<file path="config.mk">
export PLATFORM = sky130hd
export DESIGN_NAME = rom_load_unit
export DESIGN_NICKNAME = d
export VERILOG_FILES = /design/src/rtl/rv_mem_pkg.sv /design/src/rtl/rom_load_align.sv /design/src/rtl/rom_load_unit.sv
export SDC_FILE = /design/constraint.sdc
export NUM_CORES = 1
export LEC_CHECK = 0
export CORE_AREA = 4 4 107 109
export DETAILED_ROUTE_END_ITERATION = 6
export DIE_AREA = 0 0 111 113
export GPL_TIMING_DRIVEN = 0
export PLACE_DENSITY = 0.8
export SLEW_MARGIN = 20
export SYNTH_ARGS = -nofsm -noshare
export SYNTH_HDL_FRONTEND = slang
export SYNTH_SLANG_ARGS = --single-unit
export TNS_END_PERCENT = 10
</file>
<file path="constraint.sdc">
create_clock -name i_clk -period 2.4 [get_ports i_clk]
set_input_delay 0.24 -clock i_clk [delete_from_list [all_inputs] [get_ports i_clk]]
set_output_delay 0.24 -clock i_clk [all_outputs]
set_load 0.02 [all_outputs]
</file>
<file path="src/rtl/rv_mem_pkg.sv">
// rtl/rv_mem_pkg.sv - shared load encodings, ROM load FSM states and ROM sizing
package rv_mem_pkg;

    typedef enum logic [2:0] {
        LD_LB  = 3'b000,
        LD_LH  = 3'b001,
        LD_LW  = 3'b010,
        LD_LBU = 3'b100,
        LD_LHU = 3'b101
    } load_funct3_e;

    typedef enum logic [1:0] {
        IDLE  = 2'd0,
        WAIT0 = 2'd1,
        WAIT1 = 2'd2,
        DONE  = 2'd3
    } rom_ld_state_e;

    localparam int ROM_SIZE_DEFAULT = 4096;
    localparam int ROM_ADDR_W       = $clog2(ROM_SIZE_DEFAULT);

    function automatic logic funct3_legal(input logic [2:0] f3);
        case (f3)
            LD_LB, LD_LH, LD_LW, LD_LBU, LD_LHU: return 1'b1;
            default:                             return 1'b0;
        endcase
    endfunction

    // An access straddles when its bytes run past the end of the addressed word.
    function automatic logic is_straddle(input logic [2:0] f3, input logic [1:0] off);
        case (f3)
            LD_LH, LD_LHU: return off == 2'd3;
            LD_LW:         return off != 2'd0;
            default:       return 1'b0;
        endcase
    endfunction

endpackage

</file>
<file path="src/rtl/rom_load_align.sv">
// rtl/rom_load_align.sv - selects the loaded bytes from a word pair and extends them
module rom_load_align
    import rv_mem_pkg::*;
(
    input  logic [31:0] hi_word,
    input  logic [31:0] lo_word,
    input  logic [1:0]  off,
    input  logic [2:0]  funct3,
    output logic [31:0] data,
    output logic        straddle
);

    logic [63:0] pair_shifted;
    logic [31:0] bytes;

    always_comb begin
        pair_shifted = {hi_word, lo_word} >> {off, 3'b000};
        bytes        = pair_shifted[31:0];
        case (funct3)
            LD_LB:   data = {{24{bytes[7]}}, bytes[7:0]};
            LD_LH:   data = {{16{bytes[15]}}, bytes[15:0]};
            LD_LW:   data = bytes;
            LD_LBU:  data = {24'd0, bytes[7:0]};
            LD_LHU:  data = {16'd0, bytes[15:0]};
            default: data = 32'd0;
        endcase
        straddle = is_straddle(funct3, off);
    end

endmodule

</file>
<file path="src/rtl/rom_load_unit.sv">
// rtl/rom_load_unit.sv - memory-stage load initiator on the instruction ROM's second read port
module rom_load_unit
    import rv_mem_pkg::*;
#(
    parameter int ROM_SIZE         = ROM_SIZE_DEFAULT,
    parameter bit ALLOW_MISALIGNED = 1'b1
) (
    input  logic        i_clk,
    input  logic        i_rst,
    input  logic        i_req,
    input  logic [31:0] i_addr,
    input  logic [2:0]  i_funct3,
    input  logic        i_flush,
    output logic        o_stall,
    output logic        o_valid,
    output logic [31:0] o_rd_data,
    output logic        o_fault,
    output logic        o_rom_p2_en,
    output logic [31:0] o_rom_p2_addr,
    input  logic [31:0] i_rom_p2_rd
);

    localparam logic [31:0] ADDR_MASK = 32'(ROM_SIZE - 1) & ~32'd3;

    rom_ld_state_e state;
    logic [1:0]    off_q;
    logic [2:0]    funct3_q;
    logic [31:0]   word_q;

    logic [31:0]   align_lo;
    logic [31:0]   align_hi;
    logic [31:0]   align_data;
    logic          align_straddle;
    logic          req_fault;

    // In WAIT1 the buffered first word is the low half and the live read the high half.
    assign align_lo = (state == WAIT1) ? word_q : i_rom_p2_rd;
    assign align_hi = (state == WAIT1) ? i_rom_p2_rd : 32'd0;

    rom_load_align u_align (
        .hi_word  (align_hi),
        .lo_word  (align_lo),
        .off      (off_q),
        .funct3   (funct3_q),
        .data     (align_data),
        .straddle (align_straddle)
    );

    assign req_fault = !funct3_legal(i_funct3)
                     || (is_straddle(i_funct3, i_addr[1:0]) && !ALLOW_MISALIGNED);

    assign o_stall = i_req && (state != DONE);

    always_ff @(posedge i_clk) begin
        if (!i_rst) begin
            state         <= IDLE;
            off_q         <= 2'd0;
            funct3_q      <= 3'd0;
            word_q        <= 32'd0;
            o_valid       <= 1'b0;
            o_fault       <= 1'b0;
            o_rd_data     <= 32'd0;
            o_rom_p2_en   <= 1'b0;
            o_rom_p2_addr <= 32'd0;
        end else begin
            o_valid     <= 1'b0;
            o_fault     <= 1'b0;
            o_rom_p2_en <= 1'b0;
            if (i_flush) begin
                state <= IDLE;
            end else begin
                case (state)
                    IDLE: begin
                        if (i_req) begin
                            off_q    <= i_addr[1:0];
                            funct3_q <= i_funct3;
                            if (req_fault) begin
                                o_valid   <= 1'b1;
                                o_fault   <= 1'b1;
                                o_rd_data <= 32'd0;
                                state     <= DONE;
                            end else begin
                                o_rom_p2_en   <= 1'b1;
                                o_rom_p2_addr <= i_addr & ADDR_MASK;
                                state         <= WAIT0;
                            end
                        end
                    end
                    WAIT0: begin
                        if (align_straddle) begin
                            word_q        <= i_rom_p2_rd;
                            o_rom_p2_en   <= 1'b1;
                            o_rom_p2_addr <= (o_rom_p2_addr + 32'd4) & ADDR_MASK;
                            state         <= WAIT1;
                        end else begin
                            o_rd_data <= align_data;
                            o_valid   <= 1'b1;
                            state     <= DONE;
                        end
                    end
                    WAIT1: begin
                        o_rd_data <= align_data;
                        o_valid   <= 1'b1;
                        state     <= DONE;
                    end
                    DONE: begin
                        state <= IDLE;
                    end
                    default: begin
                        state <= IDLE;
                    end
                endcase
            end
        end
    end

endmodule

</file>
## After elaboration in Yosys (flattened, before gate mapping)

Cells that the tools add are included.

- Output and inout bits: 68
- Memory bits (read-only): 0
- Register bits after elaboration: 106
- Input bits: 71
- Latch bits: 0
- Memories kept: 0
- Word-level logic and storage cells: 72
- RAM bits: 0

- Add/sub/neg operators: 1
- Eq/ne operators: 18
- Bitwise gates (word level): 3
- Mux-type cells: 25
- Order comparisons: 0
- Shifts and indexed selects: 1
- Div/mod/pow operators: 0
- Multipliers: 0
- Reductions and logical operators: 15

Operators by type and width:

| kind | count |
|---|---|
| 32-bit two-way mux | 8 |
| 32-bit one-hot mux with 5 select lines | 1 |
| 32-bit one-hot mux with 3 select lines | 1 |
| 32-bit one-hot mux with 2 select lines | 1 |
| 64-bit by 5-bit right shift with 32-bit output | 1 |
| 12-bit by 3-bit adder with 12-bit output, second input constant | 1 |
| 3-bit equality test, second input constant | 4 |
| 2-bit inequality test, second input constant | 6 |
| 5-bit AND reduction | 2 |
| 1-bit two-way mux | 8 |
| 2-bit one-hot mux with 4 select lines | 1 |
| 2-bit equality test, second input constant | 3 |
| 3-bit by 1-bit equality test with 1-bit output, second input constant | 2 |
| 3-bit by 2-bit equality test with 1-bit output, second input constant | 2 |
| 3-bit logical NOT | 2 |
| 3-bit AND reduction | 2 |
| 5-bit OR reduction | 1 |
| 2-bit two-way mux | 2 |
| 1-bit one-hot mux with 2 select lines | 2 |
| 2-bit nonzero test | 2 |
| 2-bit OR reduction | 2 |
| 1-bit inverter | 3 |
| 1-bit one-hot mux with 3 select lines | 1 |
| 3-bit nonzero test | 1 |
| 4 further kinds | 4 |

## Longest topological paths before layout

Gate-level depths: netlist of run 1.

- Word-level depth: 6
- Gate-level depth with buffers: 11

## Cells and area by module

From an unflattened synthesis of run 1, not the netlist that was laid out.

- Cell total of the unflattened synthesis: 637
- Area, all modules: 5554.1 µm²

Modules (own cells, without submodules):

| module | area an instance (µm²) | instances | cells an instance |
|---|---|---|---|
| rom_load_unit | 4225.3 | 1 | 519 |
| rom_load_align | 1328.8 | 1 | 118 |

## Worst setup path before layout of run 1

No wires, ideal clock.

- Path type: flip-flop to flip-flop
- Start: reg state[0]
- End: reg o_rd_data[30]
- Data required time: 2.312 ns
- Path buffers: 3
- Setup time: 0.088 ns
- Slack: 0.181 ns
- Stages on the path, launching flop included: 11
- Period minus slack after synthesis: 2.219 ns
- Arrival: 2.131 ns
- Cell sequence: dfxtp_1 inv_1 ha_1 buf_4 mux2_1 o22ai_2 or4_4 buf_6 and2_4 buf_6 a311oi_2

- Word-level cells in the longest chain between the ends: 6
- Elaborated cells on any way between the ends: 14

Ends and longest elaborated chain:

| element | RTL line | text |
|---|---|---|
| start, declared | rom_load_unit.sv:25 | `rom_ld_state_e state;` |
| start signal, assigned | rom_load_unit.sv:56 | `state <= IDLE;` |
| start signal, assigned | rom_load_unit.sv:70 | `state <= IDLE;` |
| start signal, assigned | rom_load_unit.sv:81 | `state <= DONE;` |
| 2-bit equality test | rom_load_unit.sv:37, rom_load_unit.sv:38, rom_load_unit.sv:72 |  |
| 32-bit two-way mux (on tied branches) | rom_load_unit.sv:37, rom_load_unit.sv:38 |  |
| 64-bit by 5-bit right shift with 32-bit output | rom_load_align.sv:17 | `pair_shifted = {hi_word, lo_word} >> {off, 3'b000};` |
| 32-bit one-hot mux with 5 select lines | rom_load_align.sv:19 | `case (funct3)` |
| 32-bit two-way mux | rom_load_unit.sv:90 | `if (align_straddle) begin` |
| 32-bit one-hot mux with 3 select lines | rom_load_unit.sv:72 | `case (state)` |
| end signal, assigned | rom_load_unit.sv:96 | `o_rd_data <= align_data;` |
| end signal, assigned | rom_load_unit.sv:102 | `o_rd_data <= align_data;` |
| end, declared | rom_load_unit.sv:16 | `output logic [31:0] o_rd_data,` |

Parallel ways exist; a longest one is shown, timed or not. The select of a mux whose other input is x is not followed.
A chain may end at the register's enable or synchronous reset.

## Worst setup path in the final report of run 1

- Start: reg off_q[0]
- End: reg o_rd_data[22]

- Word-level cells in the longest chain between the ends: 4
- Elaborated cells on any way between the ends: 9

Ends and longest elaborated chain:

| element | RTL line | text |
|---|---|---|
| start, declared | rom_load_unit.sv:26 | `logic [1:0] off_q;` |
| start signal, assigned | rom_load_unit.sv:75 | `off_q <= i_addr[1:0];` |
| 64-bit by 5-bit right shift with 32-bit output (tied with other cells) | rom_load_align.sv:17 |  |
| 32-bit one-hot mux with 5 select lines or 1-bit one-hot mux with 2 select lines (tied branches) | rom_load_align.sv:19, rv_mem_pkg.sv:31 |  |
| 32-bit two-way mux or 2-bit inequality test (tied branches) | - |  |
| 32-bit one-hot mux with 3 select lines or 5-bit AND reduction (tied branches) | - |  |

Parallel ways exist; a longest one is shown, timed or not. The select of a mux whose other input is x is not followed.

==> results of run 1 <==
==> flip-flops by register name, summed over array words and instances, names as in the netlist <==
register / count
o_fault: 1
o_valid: 1
state: 2
funct3_q: 3
o_rom_p2_addr: 10
o_rd_data: 32
o_rom_p2_en: 1
off_q: 2
word_q: 32
==> worst reg2reg max path, cell delays in order (launching register included) <==
cell      delay, ns
dfxtp_1        0.30
buf_4          0.15
clkinv_1       0.17
buf_1          0.66
mux4_2         0.64
a221o_1        0.34
==> how the worst max path moves through the flow <==
| stage | startpoint | end | slack, ns | depth (start not counted) |
|---|---|---|---|---|
| finish | off_q[0] | o_rd_data[22] | 0.04 | 5 |
| global route | state[1] | o_rd_data[19] | -0.02 | 7 |
| detailed placement | state[0] | o_rd_data[31] | -0.24 | 10 |
| floorplan | state[0] | o_rd_data[30] | 0.18 | 10 |
| CTS | state[0] | o_rd_data[31] | 0.03 | 10 |
| global placement | state[0] | o_rd_data[31] | -0.19 | 10 |
==> cell usage in the layout, fill, tap and decap left out, types with 6 or more instances in the layout <==
master and instances:
mux4_2 15, inv_1 19, o21ai_0 19, buf_2 13
nand2b_1 13, a2bb2oi_1 6, nand2_1 101, a21oi_1 67
nor3_1 8, dfxtp_1 83, mux2i_1 42, clkdlybuf4s50_1 96
a211oi_2 6, buf_4 27, a221o_1 7, nor2_1 17
nand3_1 13, conb_1 22, clkbuf_1 19, a311o_1 6
clkbuf_8 10, mux2_2 6, a211oi_1 6
==> synthesized netlist by cell type (7+ instances only) <==
master and instances:
a211oi_1 7, a21oi_1 67, a221o_1 7, buf_2 17, buf_4 26, clkbuf_1 20
dfxtp_1 84, inv_1 20, mux2i_1 42, mux4_2 15, nand2_1 101, nand2b_1 13
nand3_1 13, nor2_1 18, nor3_1 8, o21ai_0 20
==> layer usage <==
layer  track usage  vias to the layer above
met5             0                        -
met4        0.0829                        0
met3        0.0556                       39
met2         0.408                      263
met1         0.326                     2385
li1              -                     2335
==> repair_timing <==
action	4_1_cts	5_1_grt
setup buffers	0	0
setup endpoints to repair	21	57
pin swaps	0	1
gates resized for setup	6	14
==> stage by stage <==
step                      setup WS [ns]  cells
after floorplan                   0.181    610
after CTS                        0.0257    862
after detailed placement         -0.238    846
after global routing            -0.0219    862
final                            0.0388    862
after global placement           -0.187    846
==> layout make-up <==
class                   instances  area, um2
plain buffers                  70        429
clock buffers                  11        141
clock inverters                 5       85.1
fillers                       931       4040
inverters                      22       82.6
multi-input cells             434       3000
flip-flops and latches         84       1690
well taps                     140        175
repair buffers                 96        961
==> logic make-up (layout without fill, tap and decap cells) <==
family                   count (synthesis)  count (layout)  share of synthesized area
multiplexers                            66              66                      0.170
other                                    1              22                   0.000740
flip-flops                              84              84                      0.332
buffers and inverters                   92             204                     0.0978
AND/OR/NAND/NOR                        180             180                      0.164
AO/OA/AOI/OAI                          160             160                      0.220
adder cells (fa/ha/maj)                  6               6                     0.0148
==> power by group <==
| part | internal [W] | total, W | leakage, nW | switching (W) |
|---|---|---|---|---|
| sequential | 0.00142 | 0.00145 | 0.679 | 0.0000275 |
| clock | 0.000619 | 0.00118 | 0.110 | 0.000557 |
| combinational | 0.000360 | 0.000805 | 1.61 | 0.000445 |
| total | 0.00240 | 0.00343 | 2.40 | 0.00103 |
==> flow_metrics.py, run 1 <==
metrics = {
    "critical_path": {
        "ff2ff_setup_slack_ns": 0.04,
        "arrival_ns": 2.62,
        "rr_worst_depth": 5,
        "worstSetupPathType": "register to register",
        "cp_data_required_time_ns": 2.66,
        "crit_slowest_cell": "buf_1",
        "rr_startpoint": "off_q[0]",
        "cpPeakStageDelay_ns": 0.66,
        "critical_path.startpoint_type": "register",
        "reg2reg_to": "o_rd_data[22]",
        "worstPathCellList": "buf_4 > clkinv_1 > buf_1 > mux4_2 > a221o_1",
        "critPathCaptureType": "register",
        "critical_path_buf_inv_count": 3,
        "cp_max_fo": 10,
        "crit_family": "buffers and inverters",
    },
    "power_and_ir_drop": {
        "total_power_w": 0.00343,
        "ir_worst_vdd_mv": 0.322,
        "p_leak_nw": 2.40,
        "power.density_mw_per_mm2": 523,
    },
    "finish": {
        "layout-drive-gt1-share": 0.161,
        "stdcell_area_mm2": 0.00656,
        "finalNetCount": 794,
        "postLayoutCoreUtil": 0.619,
        "area_growth_pct": 29.5,
        "n_antenna_cell": 0,
    },
    "cts": {
        "cts_hold_buf": 0,
        "root_buffer": "clkbuf_8",
        "numCtsBuffers": 9,
        "cts_tree": "yes",
        "clk-insertion-delay-late_ns": 0.37,
        "clk_path_buf_depth": 2,
        "htree_levels": 3,
        "clkSlewWorstSetupHoldPaths_ns": 0.09,
        "clkSinkCount": 84,
    },
    "floorplan": {
        "coreArea_mm2": 0.0106,
        "boundaryPins": 139,
        "initial_utilization": 0.478,
        "die_x_um": 111,
        "dieHeight_um": 113,
        "row_count": 38,
        "die_area_mm2": 0.0125,
    },
    "worst_hold_path": {
        "holdPathEnd": "word_q[30]",
        "hp-class": "input pin to register",
        "min_path_cells": 3,
        "holdCritStartpoint": "i_rom_p2_rd[30]",
    },
    "sta": {
        "setup_violations": 0,
        "slew_headroom": 0.446,
        "finalCritPeriodShare": 0.984,
        "tightest_slew_ns": 0.830,
        "final-hold-violation-count": 0,
        "tns_ns": 0,
        "period_needed_ns": 2.36,
        "skew_ns": 0.0131,
        "holdWs_ns": 0.434,
        "maxSlewViolCount": 0,
        "fmax_mhz": 424,
        "rsz0062_at_grt": "true",
    },
    "detailed_routing": {
        "met2_length_um": 7570,
        "met3_length_um": 1390,
        "vias": 5022,
        "firstDrtPassIters": 5,
        "top_layer": "met4",
        "drt-total-wl_um": 16200,
        "wire_per_inst_um": 18.7,
        "drt_iter0_drc": 352,
        "wl_met1_um": 6840,
        "drtAntennaViolNets": 0,
        "via_per_inst": 5.83,
        "drc_errors": 0,
    },
    "grt": {
        "antenna_found_initial": 0,
        "grtUsageTotal": 0.248,
        "grt_overflow_total": 0,
        "grt_max_degree": 15,
        "first_global_vias": 4780,
        "grt_pass1_wl_um": 25000,
    },
    "logic_synthesis": {
        "syn_area_mm2": 0.00507,
        "synth_cell_types": 62,
        "synth_flop_cell": "dfxtp_1",
        "synth_top_area_share": 0.332,
        "synthCells": 589,
        "synth_seq_area_share": 0.332,
        "ys_async_sr_fraction": 0,
        "synthTopCellsByArea": "dfxtp_1 33%, mux2i_1 8.3%, nand2_1 7.5%",
        "yosys_warnings": 0,
        "syn_avg_cell_area_um2": 8.60,
        "synth_seq_cells": 84,
        "yosysTopAreaCell": "dfxtp_1",
        "synth_edf_count": 0,
    },
    "placement": {
        "place.gp.congestion": 0.909,
        "place_area_mm2": 0.00628,
        "io_buffers": 96,
        "dp_hpwl_um": 12200,
    },
    "run_status": {
        "status": "finished, final reports clean",
    },
    "job": {
        "max-cap-violations": 0,
    },
}
Note: power is estimated with default switching activity, not from simulation.
==> inputs of run 2 (changes only) <==
--- a/config.mk
+++ b/config.mk
@@ -5,9 +5,9 @@
 export SDC_FILE = /design/constraint.sdc
 export NUM_CORES = 1
 export LEC_CHECK = 0
-export CORE_AREA = 4 4 107 109
+export CORE_AREA = 2 2 105 107
 export DETAILED_ROUTE_END_ITERATION = 6
-export DIE_AREA = 0 0 111 113
+export DIE_AREA = 0 0 107 109
 export GPL_TIMING_DRIVEN = 0
 export PLACE_DENSITY = 0.8
 export SLEW_MARGIN = 20
==> run 2 against run 1 <==
Effect of this change: flip-flop and latch count unchanged; worst setup slack better by 0.029 ns; combinational power about the same; core utilization down 0.27 points; maximum frequency up 1.2%; power down 5.8%.
==> flow_metrics.py, run 2 (same netlist as run 1, synthesis figures left out) <==
metrics = {
    "run_status": {
        "status": "finished, final reports clean",
    },
    "critical_path": {
        "arrival_ns": 2.62,
        "worstSetupPathType": "register to register",
        "cp_max_fo": 10,
        "crit_slowest_cell": "or4_4",
        "critical_path_buf_inv_count": 4,
        "critical_path.startpoint_type": "register",
        "cp_data_required_time_ns": 2.69,
        "crit_family": "simple AND/OR/NAND/NOR gates",
        "worstPathCellList": "inv_2 > ha_1 > buf_6 > mux2_4 > o22ai_2 > or4_4 > buf_6 > and2_4 > buf_6 > a311oi_2",
        "cpPeakStageDelay_ns": 0.48,
        "rr_worst_depth": 10,
        "path_depth": 10,
        "critPathCaptureType": "register",
        "cp_common_cell": "buf_6",
    },
    "power_and_ir_drop": {
        "ir_worst_vdd_mv": 0.253,
        "p_leak_nw": 2.39,
        "total_power_w": 0.00323,
        "power.density_mw_per_mm2": 495,
    },
    "grt": {
        "grt_overflow_total": 0,
        "antenna_found_initial": 0,
        "grt_max_degree": 16,
        "first_global_vias": 4604,
        "grtUsageTotal": 0.271,
        "grt_pass1_wl_um": 24400,
    },
    "sta": {
        "tightest_slew_ns": 0.766,
        "setup_violations": 0,
        "rsz0062_at_grt": "true",
        "finalCritPeriodShare": 0.972,
        "worst_slack_ns": 0.0678,
        "maxSlewViolCount": 0,
        "final-hold-violation-count": 0,
        "slew_headroom": 0.489,
        "period_needed_ns": 2.33,
        "fmax_mhz": 429,
        "skew_ns": 0.0102,
    },
    "cts": {
        "clk-insertion-delay-late_ns": 0.37,
        "cts_hold_buf": 0,
        "cts_setup_buffers": 0,
        "cts_tree": "yes",
        "htree_levels": 3,
        "numCtsBuffers": 9,
        "clk_path_buf_depth": 2,
        "root_buffer": "clkbuf_8",
        "clkSlewWorstSetupHoldPaths_ns": 0.09,
        "clkSinkCount": 84,
    },
    "finish": {
        "seq_area_mm2": 0.00169,
        "finalNetCount": 794,
        "layout-drive-gt1-share": 0.166,
        "layout_common_cells": "101 x nand2_1, 96 x clkdlybuf4s50_1, 83 x dfxtp_1",
        "area_growth_pct": 28.9,
        "fillers": 939,
        "final_common_cell": "nand2_1",
        "n_antenna_cell": 0,
        "reg.largest.list": "o_rd_data (32), word_q (32), o_rom_p2_addr (10)",
        "multiInputGateArea_mm2": 0.00301,
    },
    "floorplan": {
        "initial_utilization": 0.478,
        "boundaryPins": 139,
        "dieHeight_um": 109,
        "coreArea_mm2": 0.0106,
        "die_area_mm2": 0.0117,
        "die_x_um": 107,
        "row_count": 38,
    },
    "detailed_routing": {
        "vias": 5000,
        "wire_per_inst_um": 18.3,
        "drtAntennaViolNets": 0,
        "drc_errors": 0,
        "via_per_inst": 5.80,
        "drt_iter0_drc": 350,
        "firstDrtPassIters": 5,
        "drt-total-wl_um": 15700,
    },
    "worst_hold_path": {
        "hp-class": "input pin to register",
        "min_path_cells": 3,
    },
    "job": {
        "max-cap-violations": 0,
    },
    "placement": {
        "place_ws_ns": -0.328,
        "io_buffers": 96,
        "place.gp.congestion": 0.928,
        "dp_hpwl_um": 11800,
    },
}
[run 2: cell types whose count changed in the layout (fill, tap and decap cells not counted), sizes merged]
cell and change:
clkinvlp -1, inv +1, clkinv +3, bufinv -2, clkbuf -1
[run 2: what timing repair did]
item	CTS	global route
pin swaps	0	1
gates resized for setup	7	15
setup endpoints to repair	22	43
hold endpoints to repair	0	0
[run 2: stage by stage]
stage / setup TNS, ns / utilization / hold slack, ns / cell area (um2) / cells
finish: 0 / 0.616 / 0.440 / 6530 / 862
floorplan: 0 / - / 0.376 / 5140 / 610
CTS: 0 / 0.613 / 0.440 / 6490 / 862
global route: -0.0190 / 0.616 / 0.471 / 6530 / 862
detailed placement: -1.43 / 0.592 / 0.446 / 6280 / 846
global placement: -0.714 / 0.592 / 0.441 / 6280 / 846
[run 2: worst paths after layout]
| check | startpoint | to | slack, ns |
|---|---|---|---|
| setup / recovery | state[0] | o_rd_data[30] | 0.07 |
| hold / removal | i_rom_p2_rd[30] | word_q[30] | 0.44 |
| setup reg to reg | state[0] | o_rd_data[30] | 0.07 |
| hold reg to reg | word_q[28] | word_q[28] | 0.46 |
[run 2: layout make-up]
class / count / share of cell area
inverters: 22 / 0.0126
multi-input cells: 434 / 0.461
clock inverters: 6 / 0.00747
plain buffers: 70 / 0.0657
repair buffers: 96 / 0.147
clock buffers: 10 / 0.0211
flip-flops and latches: 84 / 0.258
well taps: 140 / 0.0268
[run 2: worst reg2reg max path, delay by kind of cell, from the launching register on]
kind / cells / cell delay (ns)
adder cells (fa/ha/maj): 1 / 0.21
buffers and inverters: 4 / 0.50
multiplexers: 1 / 0.23
AO/OA/AOI/OAI: 2 / 0.31
flip-flops: 1 / 0.38
AND/OR/NAND/NOR: 2 / 0.62
[run 2: power by group]
part | internal [W] | switching (W) | leakage [nW] | total, W
logic | 0.000362 | 0.000443 | 1.62 | 0.000805
registers | 0.00142 | 0.0000267 | 0.679 | 0.00145
clock network | 0.000413 | 0.000566 | 0.0968 | 0.000979
total | 0.00220 | 0.00104 | 2.39 | 0.00323
[run 2: routing by layer]
layer,share of wire,wire [um],track usage,vias to the layer above
li1,-,-,-,2334
met1,0.42,6660,0.369,2367
met2,0.47,7330,0.434,259
met3,0.083,1310,0.0353,40
met4,0.028,433,0.119,0
met5,0,0,0,-
